### config.mk
export PLATFORM = sky130hd
export DESIGN_NAME = alu_arbiter
export DESIGN_NICKNAME = d
export VERILOG_FILES = /design/src/rtl/alu_arbiter.sv
export SDC_FILE = /design/constraint.sdc
export NUM_CORES = 1
export LEC_CHECK = 0
export ABC_AREA = 1
export BUFFER_PORTS_ARGS = -buffer_cell sky130_fd_sc_hd__clkbuf_2
export CORE_ASPECT_RATIO = 0.5
export CORE_MARGIN = 2
export CORE_UTILIZATION = 43
export CTS_CLUSTER_SIZE = 24
export DETAILED_ROUTE_END_ITERATION = 8
export GPL_TIMING_DRIVEN = 0
export PLACE_DENSITY = 0.81
export SETUP_SLACK_MARGIN = 0.1
export SYNTH_ARGS = -nofsm -noshare
export SYNTH_HDL_FRONTEND = slang
export SYNTH_SLANG_ARGS = --single-unit
### constraint.sdc
create_clock -name clk -period 1.8 [get_ports clk]
set_clock_uncertainty 0.15 [all_clocks]
set_input_delay 0.09 -clock clk [delete_from_list [all_inputs] [get_ports clk]]
set_output_delay 0.09 -clock clk [all_outputs]
set_load 0.005 [all_outputs]
### src/rtl/alu_arbiter.sv
// rtl/alu_arbiter.sv - round-robin sharing of one combinational ALU between two valid/ready requesters
module alu_arbiter #(
    parameter int M = 32
) (
    input  logic         clk,
    input  logic         rst,

    input  logic         req0_valid,
    output logic         req0_ready,
    input  logic [M-1:0] req0_a,
    input  logic [M-1:0] req0_b,
    input  logic [3:0]   req0_sel,
    output logic         rsp0_valid,
    input  logic         rsp0_ready,
    output logic [M-1:0] rsp0_result,
    output logic         rsp0_err,

    input  logic         req1_valid,
    output logic         req1_ready,
    input  logic [M-1:0] req1_a,
    input  logic [M-1:0] req1_b,
    input  logic [3:0]   req1_sel,
    output logic         rsp1_valid,
    input  logic         rsp1_ready,
    output logic [M-1:0] rsp1_result,
    output logic         rsp1_err,

    output logic [M-1:0] alu_a,
    output logic [M-1:0] alu_b,
    output logic [3:0]   alu_sel,
    input  logic [M-1:0] alu_out,

    output logic         busy
);

    localparam logic [3:0] SEL_DIV = 4'b0011;

    typedef enum logic [1:0] {
        IDLE = 2'd0,
        EXEC = 2'd1,
        RESP = 2'd2
    } state_t;

    state_t       state;
    state_t       state_nxt;

    logic         ptr;
    logic         owner;
    logic [M-1:0] op_a;
    logic [M-1:0] op_b;
    logic [3:0]   op_sel;
    logic [M-1:0] result;
    logic         err;

    logic         grant_any;
    logic         grant_id;
    logic         rsp_take;

    // With a single requester valid the pointer is irrelevant; on a tie it decides.
    always_comb begin
        grant_any = req0_valid | req1_valid;
        grant_id  = (req0_valid & req1_valid) ? ptr : ~req0_valid;
    end

    // Handshake outputs are gated by rst so nothing transfers in a reset cycle.
    always_comb begin
        state_nxt  = state;
        req0_ready = 1'b0;
        req1_ready = 1'b0;
        rsp0_valid = 1'b0;
        rsp1_valid = 1'b0;
        rsp_take   = 1'b0;
        case (state)
            IDLE: begin
                if (grant_any && !rst) begin
                    req0_ready = ~grant_id;
                    req1_ready = grant_id;
                    state_nxt  = EXEC;
                end
            end
            EXEC: begin
                state_nxt = RESP;
            end
            RESP: begin
                rsp0_valid = ~owner & ~rst;
                rsp1_valid = owner & ~rst;
                rsp_take   = owner ? rsp1_ready : rsp0_ready;
                if (rsp_take) begin
                    state_nxt = IDLE;
                end
            end
            default: begin
                state_nxt = IDLE;
            end
        endcase
    end

    always_ff @(posedge clk) begin
        if (rst) begin
            state  <= IDLE;
            ptr    <= 1'b0;
            owner  <= 1'b0;
            op_a   <= '0;
            op_b   <= '0;
            op_sel <= 4'b0000;
            result <= '0;
            err    <= 1'b0;
        end else begin
            state <= state_nxt;
            if (state == IDLE && grant_any) begin
                owner  <= grant_id;
                op_a   <= grant_id ? req1_a   : req0_a;
                op_b   <= grant_id ? req1_b   : req0_b;
                op_sel <= grant_id ? req1_sel : req0_sel;
            end
            // Divide-by-zero never forwards the ALU's raw quotient.
            if (state == EXEC) begin
                if (op_sel == SEL_DIV && op_b == '0) begin
                    result <= '1;
                    err    <= 1'b1;
                end else begin
                    result <= alu_out;
                    err    <= 1'b0;
                end
            end
            if (state == RESP && rsp_take) begin
                ptr <= ~owner;
            end
        end
    end

    assign alu_a   = op_a;
    assign alu_b   = op_b;
    assign alu_sel = op_sel;

    // Result and flag are only ever visible on the owner's channel.
    assign rsp0_result = owner ? '0 : result;
    assign rsp1_result = owner ? result : '0;
    assign rsp0_err    = ~owner & err;
    assign rsp1_err    = owner & err;

    assign busy = (state != IDLE);

endmodule

* Word-level counts from Yosys, hierarchy flattened
Cells that the tools add are included.
** Word-level totals
- Register bits after elaboration :: 105
- Input port bits :: 174
- Output and inout bits :: 139
- Word-level logic and storage cells :: 51
** Cells by class
- Equality and inequality tests :: 5
- Muxes and demuxes :: 19
- Bitwise logic cells :: 10
- Reductions and logical operators :: 9
** Operator list (count)
- $mux W32 :: 5
- $logic_not A32 Y1 :: 1
- $mux W1 :: 10
- $pmux W2 S3 :: 1
- $and A1 B1 Y1 :: 5
- $eq A4 B2 Y1 const B :: 1
- $logic_and A1 B1 Y1 :: 4
- $mux W2 :: 2
- $mux W4 :: 1
- $ne A2 B2 Y1 const B :: 2
- $not A1 Y1 :: 4
- $eq A2 B1 Y1 const B :: 1
- $eq A2 B2 Y1 const B :: 1
- $logic_not A2 Y1 :: 1
- $reduce_and A2 Y1 :: 1
- $reduce_bool A2 Y1 :: 1
- $logic_not A1 Y1 :: 1
- $or A1 B1 Y1 :: 1

* Logic depth before layout (Yosys ltp)
- Depth in word-level cells :: 5
- Gate-level depth with buffers :: 8
- Mapped depth without buffers :: 7

* Least setup slack after synthesis
OpenSTA, ideal clock, no wires.
- Path kind :: register to register
- From :: register state[1]
- To :: register op_b[13] (netlist: alu_b[13])
- Setup time :: 0.123 ns
- Arrival :: 1.066 ns
- Required time :: 1.527 ns
- Path slack :: 0.461 ns
- Cell stages (with the launch flop) :: 8
- Path buffers :: 2
- Period minus slack after synthesis :: 1.339 ns
- Path through :: dfxtp_1 > nor2_4 > o21ai_4 > inv_4 > buf_12 > buf_6 > o21ai_1 > a31oi_1
** On the way
- Longest elaborated chain between the ends :: 2
** Ends and longest elaborated chain
- from (decl) :: line 44 : state_t state;
- from (signal assigned) :: line 109 : state <= state_nxt;
- $logic_not A2 Y1 :: line 110 : if (state == IDLE && grant_any) begin
- $logic_and A1 B1 Y1 :: line 110
- to (signal assigned) :: line 113 : op_b <= grant_id ? req1_b : req0_b;
- to (decl) :: line 50 : logic [M-1:0] op_b;
No other way between the ends.
A chain may end at the register's enable or synchronous reset.

* Final worst setup path
- From :: register state[0]
- To :: output port req1_ready
** On the way
- Longest elaborated chain between the ends :: 2
** Ends and longest elaborated chain
- $logic_not A2 Y1 :: line 73 : case (state)
- $mux W1 :: line 73
- to (decl) :: line 19 : output logic req1_ready,
No other way between the ends.

==> impl_metrics.yaml <==
worst_setup_path:
  cp.required_ns: 1.56
  r2r-end: "alu_b[28]"
  path_max_fanout: 5
  ff2ff_path_depth: 7
  critPathArrivalTime_ns: 1.49
  critPathCaptureType: "output port"
  crit_path_start_kind: "flop"
  ff2ff_setup_slack_ns: 0.11
  cp-startpoint: "state[0]"
  r2r_start: "state[0]"
  crit_path_end: "req1_ready"
  path_class: "reg -> out"
final_layout:
  drive_above_1_share_pct: 32.5
  fin_util_pct: 80.2
  final_nets: 1417
  areaGrowthSynthToFinish_pct: 79.8
  fillers: 715
  design_area_mm2: 0.00894
power:
  p_leak_nw: 4.70
  power_mw: 6.76
  ir_drop_uv: 543
  p_per_area_mw_per_mm2: 755
floorplanning:
  initial_core_util_pct: 44.6
  die-area_mm2: 0.0125
  coreArea_mm2: 0.0111
  die_h_um: 80.1
  die-width_um: 156
  rows: 27
  num_io_pins: 313
status:
  run_status: "complete, no violations"
route:
  postRouteAntennaNets: 0
  wl_per_cell_um: 16.9
  first_pass_iters: 5
  drt_iter0_drc: 649
  vias: 7482
  drt_wl_total_mm: 23.6
  avgViaCountPerCell: 5.36
  drc: 0
clocking:
  cts_tree: "yes"
  clkSinkCount: 105
  clk_latency_ns: 0.34
  clk_transition_reported_paths_ns: 0.07
  cts_root_buf: "clkbuf_16"
  htree_num_levels: 3
  numCtsBuffers: 9
  cts_max_path_buffers: 2
placement:
  gp_congestion: 0.876
  post-place-ws_ns: 0.0744
  placed_cell_area_mm2: 0.00672
  port-buffer-count: 312
  hpwlAfterDp_mm: 12.8
timing:
  setup_tns_ns: 0
  finalSetupViolCount: 0
  period_needed_ns: 1.73
  max-slew-margin-rel_pct: 69.5
  setup_ws_ns: 0.0735
  worst_pin_slew_ns: 0.458
  clock.fmax_ghz: 0.579
  finalCritPeriodShare_pct: 95.9
  rsz0062_at_grt: "true"
  drv_slew: 0
  hold_violations: 0
synthesis:
  syn_area_per_cell_um2: 6.79
  netlist_instances: 733
  synth_cell_type_count: 27
  yosysSeqAreaShare_pct: 42.3
  yosysWarnings: 0
  syn_nets: 907
  synth_area_mm2: 0.00497
  ys_ff_latch: 105
global_routing:
  grt.overflow.total: 0
  grt_pass1_vias: 7133
  grt_first_pass_wirelength_mm: 34.7
  grt_max_degree: 17
  antenna_found_initial: 0
  grt.total_usage_pct: 35.2
min_path:
  min_path_type: "in -> reg"
run:
  maxCapViolCount: 0
-- sequential cells by signal, indices dropped and copies added, names as in the netlist --
signal and count:
state 2, alu_a 32, alu_b 32, result 32, alu_sel 4, err 1, owner 1, ptr 1
-- power by group --
group / internal (mW) / switching [mW]
logic: 0.949 / 0.995
clock network: 1.16 / 0.860
registers: 2.59 / 0.203
total: 4.70 / 2.06
-- through the flow --
step,hold slack (ns),instances
final,0.0303,1395
after global routing,0.0652,1393
after CTS,0.0282,1379
after detailed placement,0.149,1190
after global placement,0.140,1190
after floorplan,0.00907,733
-- cell families (layout without fill, tap and decap cells) --
kind of cell / after synthesis / count (layout) / share of synthesized area (%)
AND/OR/NAND/NOR: 299 / 299 / 24.2
AO/OA/AOI/OAI: 176 / 176 / 19.6
buffers and inverters: 153 / 668 / 13.9
flip-flops: 105 / 105 / 42.3
other: 0 / 2 / 0
-- cells in the final DEF (no fill, tap or decap), drive strengths merged, types with 23 or more instances in the layout --
master	netlist	final
nand3	23	23
o21ai	84	84
a31oi	47	47
dlygate4sd3	0	171
clkbuf	14	337
a21oi	35	35
buf	39	56
nand2	186	186
nor2	82	82
dfxtp	105	105
inv	100	100
-- synthesized netlist by cell type --
cell type,number,area (um^2)
nor3_1,2,10.0
a31oi_1,47,294
inv_1,96,360
nand2_2,1,6.26
buf_4,4,30.0
buf_1,2,7.51
and2_0,1,6.26
dfxtp_1,105,2100
inv_2,3,11.3
o211ai_1,10,75.1
nor2_1,79,297
nor2_4,3,33.8
buf_6,7,78.8
nand4_1,2,12.5
buf_12,1,20.0
o21ai_0,70,350
nand3_1,23,115
o21ai_1,13,65.1
nand3b_1,1,7.51
buf_2,25,125
nand2_1,185,694
inv_4,1,6.26
o21ai_4,1,16.3
clkbuf_1,14,52.6
a21oi_1,35,175
nor3_4,1,16.3
or2_2,1,6.26
-- final cells by class --
cell class | instances | area, um^2 | share of cell area (%)
Antenna cell | 2 | 5.00 | 0.0560
Buffer | 53 | 350 | 3.92
Clock buffer | 12 | 256 | 2.87
Clock inverter | 4 | 51.3 | 0.574
Inverter | 100 | 378 | 4.22
Multi-Input combinational cell | 475 | 2210 | 24.7
Sequential cell | 105 | 2110 | 23.6
Tap cell | 145 | 181 | 2.03
Timing Repair Buffer | 499 | 3410 | 38.1
-- worst max-delay path, stage by stage (launching register included) --
cell and delay [ns]:
dfxtp_4 0.35, nor2_4 0.14, o21ai_4 0.11, nor2_4 0.13, nand2_2 0.09, inv_2 0.10, buf_6 0.13, buf_6 0.09
-- worst min-delay path by stage --
stage          startpoint         to  slack [ns]  depth (start not counted)
2_1_floorplan         rst   state[1]       0.009                          1
4_1_cts               rst      owner        0.03                          4
3_3_place_gp    req1_a[9]   alu_a[9]        0.14                          3
3_5_place_dp    req1_a[4]   alu_a[4]        0.15                          3
5_1_grt               rst  alu_b[23]        0.07                          4
6_report              rst  alu_b[23]        0.03                          4
-- timing repair --
action | 4_1_cts | 5_1_grt
resized for setup | 11 | 25
pin swaps | 0 | 5
endpoints found under the setup margin | 88 | 78
hold endpoints to repair | 102 | 0
gates cloned | 0 | 0
hold buffers | 171 | 0
buffers inserted | 2 | 14
-- routing by layer --
metal  part of all wire, %  vias to the layer above  track usage, %
met5                     0                        -               0
met4                   7.2                        0            24.9
met3                   8.3                      182            9.01
met2                    49                      559            62.5
met1                    36                     3393            37.4
li1                      -                     3348               -
Power figures use the tool's default switching activity.
